## src/rtl/quad_pkg.sv

```systemverilog
// Shared types and step decoding for the quadrature decoder.
// States are encoded {A,B}; the up sequence runs S00->S10->S11->S01.
package quad_pkg;

    typedef enum logic [1:0] {
        S00 = 2'b00,
        S01 = 2'b01,
        S10 = 2'b10,
        S11 = 2'b11
    } qstate_t;

    typedef struct packed {
        logic valid;
        logic up;
        logic illegal;
    } step_t;

    // Position of a state along the up sequence (Gray to binary).
    function automatic logic [1:0] qpos(qstate_t s);
        logic [1:0] v;
        v = s;
        return {v[0], v[1] ^ v[0]};
    endfunction

    function automatic step_t step_decode(qstate_t old_s, qstate_t new_s);
        logic [1:0] d;
        step_t      r;
        d = qpos(new_s) - qpos(old_s);
        r = '0;
        unique case (d)
            2'd1: begin
                r.valid = 1'b1;
                r.up    = 1'b1;
            end
            2'd3: begin
                r.valid = 1'b1;
                r.up    = 1'b0;
            end
            2'd2: r.illegal = 1'b1;
            default: ;
        endcase
        return r;
    endfunction

endpackage

```

## src/rtl/glitch_filter.sv

```systemverilog
// One quadrature channel: input synchronizer followed by a
// persistence filter that needs FILT differing cycles to update.
module glitch_filter #(
    parameter int FILT        = 4,
    parameter int SYNC_STAGES = 2
) (
    input  logic clk,
    input  logic rst_n,
    input  logic load,
    input  logic d,
    output logic sync_out,
    output logic filt
);

    localparam int CW = $clog2(FILT + 1);
    localparam logic [CW-1:0] LAST = CW'(FILT - 1);

    logic [SYNC_STAGES-1:0] sync_q;
    logic [CW-1:0]          cnt_q;
    logic [CW-1:0]          cnt_d;
    logic                   filt_q;
    logic                   filt_d;

    assign sync_out = sync_q[SYNC_STAGES-1];
    assign filt     = filt_q;

    always_comb begin
        cnt_d  = '0;
        filt_d = filt_q;
        if (load) begin
            filt_d = sync_out;
        end else if (sync_out != filt_q) begin
            if (cnt_q == LAST) begin
                filt_d = sync_out;
            end else begin
                cnt_d = cnt_q + 1'b1;
            end
        end
    end

    always_ff @(posedge clk) begin
        if (!rst_n) begin
            sync_q <= '0;
            cnt_q  <= '0;
            filt_q <= 1'b0;
        end else begin
            sync_q <= {sync_q[SYNC_STAGES-2:0], d};
            cnt_q  <= cnt_d;
            filt_q <= filt_d;
        end
    end

endmodule

```

## src/rtl/quad_decoder.sv

```systemverilog
// Quadrature decoder: filtered A/B phases to step strobe, direction,
// sticky illegal-transition flag and a warm-up ready indication.
import quad_pkg::*;

module quad_decoder #(
    parameter int FILT        = 4,
    parameter int SYNC_STAGES = 2
) (
    input  logic clk,
    input  logic rst_n,
    input  logic a_in,
    input  logic b_in,
    input  logic clear_err,
    output logic en,
    output logic up,
    output logic err,
    output logic ready
);

    logic    sync_a;
    logic    sync_b;
    logic    filt_a;
    logic    filt_b;
    logic    warm;
    qstate_t filt_s;
    qstate_t state_q;
    qstate_t state_d;
    step_t   step;
    logic    en_q, en_d;
    logic    up_q, up_d;
    logic    err_q, err_d;
    logic    ready_q, ready_d;
    logic [2:0] wcnt_q, wcnt_d;

    assign warm = !ready_q;

    glitch_filter #(
        .FILT       (FILT),
        .SYNC_STAGES(SYNC_STAGES)
    ) u_filt_a (
        .clk     (clk),
        .rst_n   (rst_n),
        .load    (warm),
        .d       (a_in),
        .sync_out(sync_a),
        .filt    (filt_a)
    );

    glitch_filter #(
        .FILT       (FILT),
        .SYNC_STAGES(SYNC_STAGES)
    ) u_filt_b (
        .clk     (clk),
        .rst_n   (rst_n),
        .load    (warm),
        .d       (b_in),
        .sync_out(sync_b),
        .filt    (filt_b)
    );

    assign filt_s = qstate_t'({filt_a, filt_b});
    assign step   = step_decode(state_q, filt_s);

    always_comb begin
        state_d = state_q;
        en_d    = 1'b0;
        up_d    = up_q;
        err_d   = err_q;
        ready_d = ready_q;
        wcnt_d  = wcnt_q;
        if (warm) begin
            // Track what the filters load so no step fires at ready.
            wcnt_d  = wcnt_q + 3'd1;
            state_d = qstate_t'({sync_a, sync_b});
            if (wcnt_q == 3'(SYNC_STAGES)) ready_d = 1'b1;
            if (clear_err) err_d = 1'b0;
        end else begin
            state_d = filt_s;
            unique case (1'b1)
                step.valid: begin
                    en_d = 1'b1;
                    up_d = step.up;
                end
                step.illegal: err_d = 1'b1;
                default: ;
            endcase
            if (clear_err && !step.illegal) err_d = 1'b0;
        end
    end

    always_ff @(posedge clk) begin
        if (!rst_n) begin
            state_q <= S00;
            en_q    <= 1'b0;
            up_q    <= 1'b0;
            err_q   <= 1'b0;
            ready_q <= 1'b0;
            wcnt_q  <= '0;
        end else begin
            state_q <= state_d;
            en_q    <= en_d;
            up_q    <= up_d;
            err_q   <= err_d;
            ready_q <= ready_d;
            wcnt_q  <= wcnt_d;
        end
    end

    assign en    = en_q;
    assign up    = up_q;
    assign err   = err_q;
    assign ready = ready_q;

endmodule
```

## config.mk

```make
export PLATFORM = sky130hd
export DESIGN_NAME = quad_decoder
export DESIGN_NICKNAME = d
export VERILOG_FILES = /design/src/rtl/quad_pkg.sv /design/src/rtl/glitch_filter.sv /design/src/rtl/quad_decoder.sv
export SDC_FILE = /design/constraint.sdc
export NUM_CORES = 1
export LEC_CHECK = 0
export ABC_CLOCK_PERIOD_IN_PS = 1300
export CAP_MARGIN = 0
export CELL_PAD_IN_SITES_DETAIL_PLACEMENT = 0
export CELL_PAD_IN_SITES_GLOBAL_PLACEMENT = 2
export CORE_UTILIZATION = 30
export DETAILED_ROUTE_END_ITERATION = 10
export PLACE_DENSITY = 0.71
export RECOVER_POWER = 25
export SYNTH_ARGS = -nofsm -noshare
export SYNTH_HDL_FRONTEND = slang
export SYNTH_SLANG_ARGS = --single-unit
```

## constraint.sdc

```tcl
create_clock -name clk -period 1.3 [get_ports clk]
set_clock_uncertainty 0.1 [all_clocks]
set_input_delay 0.13 -clock clk [delete_from_list [all_inputs] [get_ports clk]]
set_output_delay 0.13 -clock clk [all_outputs]
set_load 0.05 [all_outputs]
```

==> impl_metrics.env <==
export IMPL_status="complete, but fails checks"
export IMPL_violations="setup timing"
export IMPL_num_antenna_cells=0
export IMPL_rsz0062_at_grt="true"
export IMPL_yosys_warnings=0
export IMPL_power_clock_fraction=0.212
export IMPL_seq_area_um2=424
export IMPL_synth_top_area_cell="dfxtp_1"
export IMPL_synth_top_area_frac=0.493
export IMPL_synth_async_sr_flop_share=0
export IMPL_drtAntennaViolNets=0
export IMPL_synth_main_ff_cell="dfxtp_1"
export IMPL_htreeDepth=1
export IMPL_cts_root_buf="clkbuf_4"
export IMPL_antenna_found_initial=0
export IMPL_core_um2=2590
export IMPL_dieHeight_um=55.3
export IMPL_sequentialPowerShare=0.531
export IMPL_drtIter0Drc=4
export IMPL_worstSkewPairLatency_ns=0.30
export IMPL_end_kind="register"
export IMPL_min_path_type="in2reg"
export IMPL_cts_sinks=21
export IMPL_start_util=0.329
export IMPL_routedWlPerCell_um=9.63
export IMPL_post_dp_hpwl_um=808
export IMPL_syn_inst=82
export IMPL_cp_required_ns=1.41
export IMPL_pin_count=9
export IMPL_grt_ovfl_total=0
export IMPL_cp_max_fo=2
export IMPL_final_nets=108
export IMPL_p_sw_w=0.000449
export IMPL_setup_viol=1
export IMPL_grt_busiest_layer="met2"
export IMPL_ir_drop_v=0.000960
export IMPL_synth_edf_count=0
export IMPL_grt_pass1_wl_mm=2.14
export IMPL_setup_slack_ns=-0.0127
export IMPL_p_leak_nw=0.435
export IMPL_fin_area_um2=1110
export IMPL_cts_tree="done"
export IMPL_first_global_vias=506
export IMPL_grt_max_degree=18
export IMPL_cap_violations=0
export IMPL_nFillCells=244
export IMPL_cp_slowest_cell="dfxtp_2"
export IMPL_period_minus_slack_ns=1.31
export IMPL_synthTopCellsByCount="21 x dfxtp_1, 9 x and2_1, 7 x ha_1, 7 x nor2b_1"
export IMPL_grt_util_all_layers=0.0902
export IMPL_critPathTopFamily="flip-flops"
export IMPL_avgViaCountPerCell=4.29
export IMPL_intPower_w=0.00105
export IMPL_worst_path_most_repeated_cell="ha_4"
export IMPL_drt_wl_total_mm=1.20
export IMPL_route_detailed_drc=0
export IMPL_crit_arrival_ns=1.43
export IMPL_syn_area_per_cell_um2=10.4
export IMPL_relSlewSlack=0.815
export IMPL_cts_buffer_depth=2
export IMPL_fmax_mhz=762
export IMPL_ys_ff_latch=21
export IMPL_combPwrFrac=0.258
export IMPL_crit_path_start_kind="register"
export IMPL_synth_area_um2=853
export IMPL_grt_met3_usage=0.0422
export IMPL_cp_cell_sequence="ha_4 > ha_4 > and2b_2 > mux2i_1 > nor2b_1"
export IMPL_swShare=0.300
export IMPL_multiInputGateArea_um2=434
export IMPL_synth_area_leaders="dfxtp_1 49%, ha_1 10%, and2_1 6.6%"
export IMPL_setup_tns_ns=-0.0127
export IMPL_die_w_um=55.3
export IMPL_grt_use_met2=0.146
export IMPL_grt_use_met1=0.0993
export IMPL_tightest_slew_ns=0.278
export IMPL_path_class="reg2reg"
export IMPL_syn_nets=94
export IMPL_yosysMostFrequentCell="dfxtp_1"
export IMPL_portBuffers=8
export IMPL_synth_distinct_cells=21
export IMPL_vias=536
export IMPL_yosysSeqAreaShare=0.493
export IMPL_period_share=1.01
export IMPL_area_delta_synth_final_pct=29.9
export IMPL_layout_drive_gt1_share=0.263
export IMPL_hold_violations=0
export IMPL_core_rowCount=18
export IMPL_slew_violations=0
export IMPL_drt_first_pass_iters=2
export IMPL_postCtsHoldBufs=0
export IMPL_critPathMaxStageDelay_ns=0.35
export IMPL_die_area_um2=3060
export IMPL_cts_buffers=3
export IMPL_pwr_density_cell_nw_per_um2=1350
export IMPL_place_gp_congestion=0.676
export IMPL_placed_cell_area_um2=1030
export IMPL_clk_pin_slew_ns=0.12
export IMPL_cp_num_buf_inv=0
## power by group through the flow
stage / Combinational (W) / Clock [W] / Sequential [W]
after floorplan: 0.000235 / 0 / 0.000820
after global placement: 0.000368 / 0 / 0.000810
after detailed placement: 0.000372 / 0 / 0.000811
after CTS: 0.000381 / 0.000335 / 0.000796
after global routing: 0.000420 / 0.000364 / 0.000806
final: 0.000386 / 0.000317 / 0.000794
## cell type report
cell class,count,area share
Clock buffer,3,0.0203
Clock inverter,1,0.00451
Inverter,6,0.0203
Multi-Input combinational cell,52,0.392
Sequential cell,21,0.383
Tap cell,30,0.0339
Timing Repair Buffer,12,0.147
## logic make-up after synthesis
family	synth area share
adder cells (fa/ha/maj)	0.103
flip-flops	0.493
AO/OA/AOI/OAI	0.0337
AND/OR/NAND/NOR	0.180
multiplexers	0.0469
XOR/XNOR	0.0909
buffers and inverters	0.0528
## path summary, 6_finish.rpt
path                                start                            end  slack [ns]  cells past startpoint
min reg2reg  u_filt_b.cnt_q[0]$_SDFF_PP0_   u_filt_b.cnt_q[0]$_SDFF_PP0_        0.31                      1
max reg2reg  u_filt_a.cnt_q[0]$_SDFF_PP0_     u_filt_a.filt$_SDFFE_PN0P_       -0.01                      5
max          u_filt_a.cnt_q[0]$_SDFF_PP0_     u_filt_a.filt$_SDFFE_PN0P_       -0.01                      5
min                                  b_in  u_filt_b.sync_q[0]$_SDFF_PN0_        0.29                      2
## stage by stage
stage	setup slack, ns	util	hold slack [ns]	total power, W	cells
floorplan	-0.00380	-	0.157	0.00106	82
global placement	-0.0101	0.399	0.305	0.00118	121
detailed placement	-0.0384	0.399	0.318	0.00118	121
CTS	-0.000609	0.421	0.273	0.00151	125
global route	-0.0541	0.428	0.275	0.00159	125
finish	-0.0127	0.428	0.286	0.00150	125
## cells in the final DEF (no fill, tap or decap), drive strengths merged, types with 4 or more instances in the layout
| cell | netlist | final |
|---|---|---|
| inv | 6 | 6 |
| mux2i | 4 | 4 |
| buf | 2 | 8 |
| nor2 | 6 | 6 |
| and2 | 9 | 9 |
| xnor2 | 5 | 5 |
| nor2b | 7 | 7 |
| dfxtp | 21 | 21 |
| ha | 7 | 7 |
## registers in the layout, indices dropped and copies added, names as in the netlist, 2 cells and up
signal and count:
wcnt_q 3, u_filt_a.sync_q 2, u_filt_b.cnt_q 3, state_q 2, u_filt_a.cnt_q 3, u_filt_b.sync_q 2
## layer usage
layer	wire length [µm]	part of all wire
met5	0	0
met4	24	0.020
met3	65	0.054
met2	565	0.47
met1	548	0.46
## repair_timing
item / 4_1_cts / 5_1_grt
endpoints found under the setup margin: 4 / 10
buffers inserted: 0 / 0
pin swaps: 2 / 1
gates resized for setup: 7 / 6
hold endpoints to repair: 0 / 0
Power figures use the tool's default switching activity.
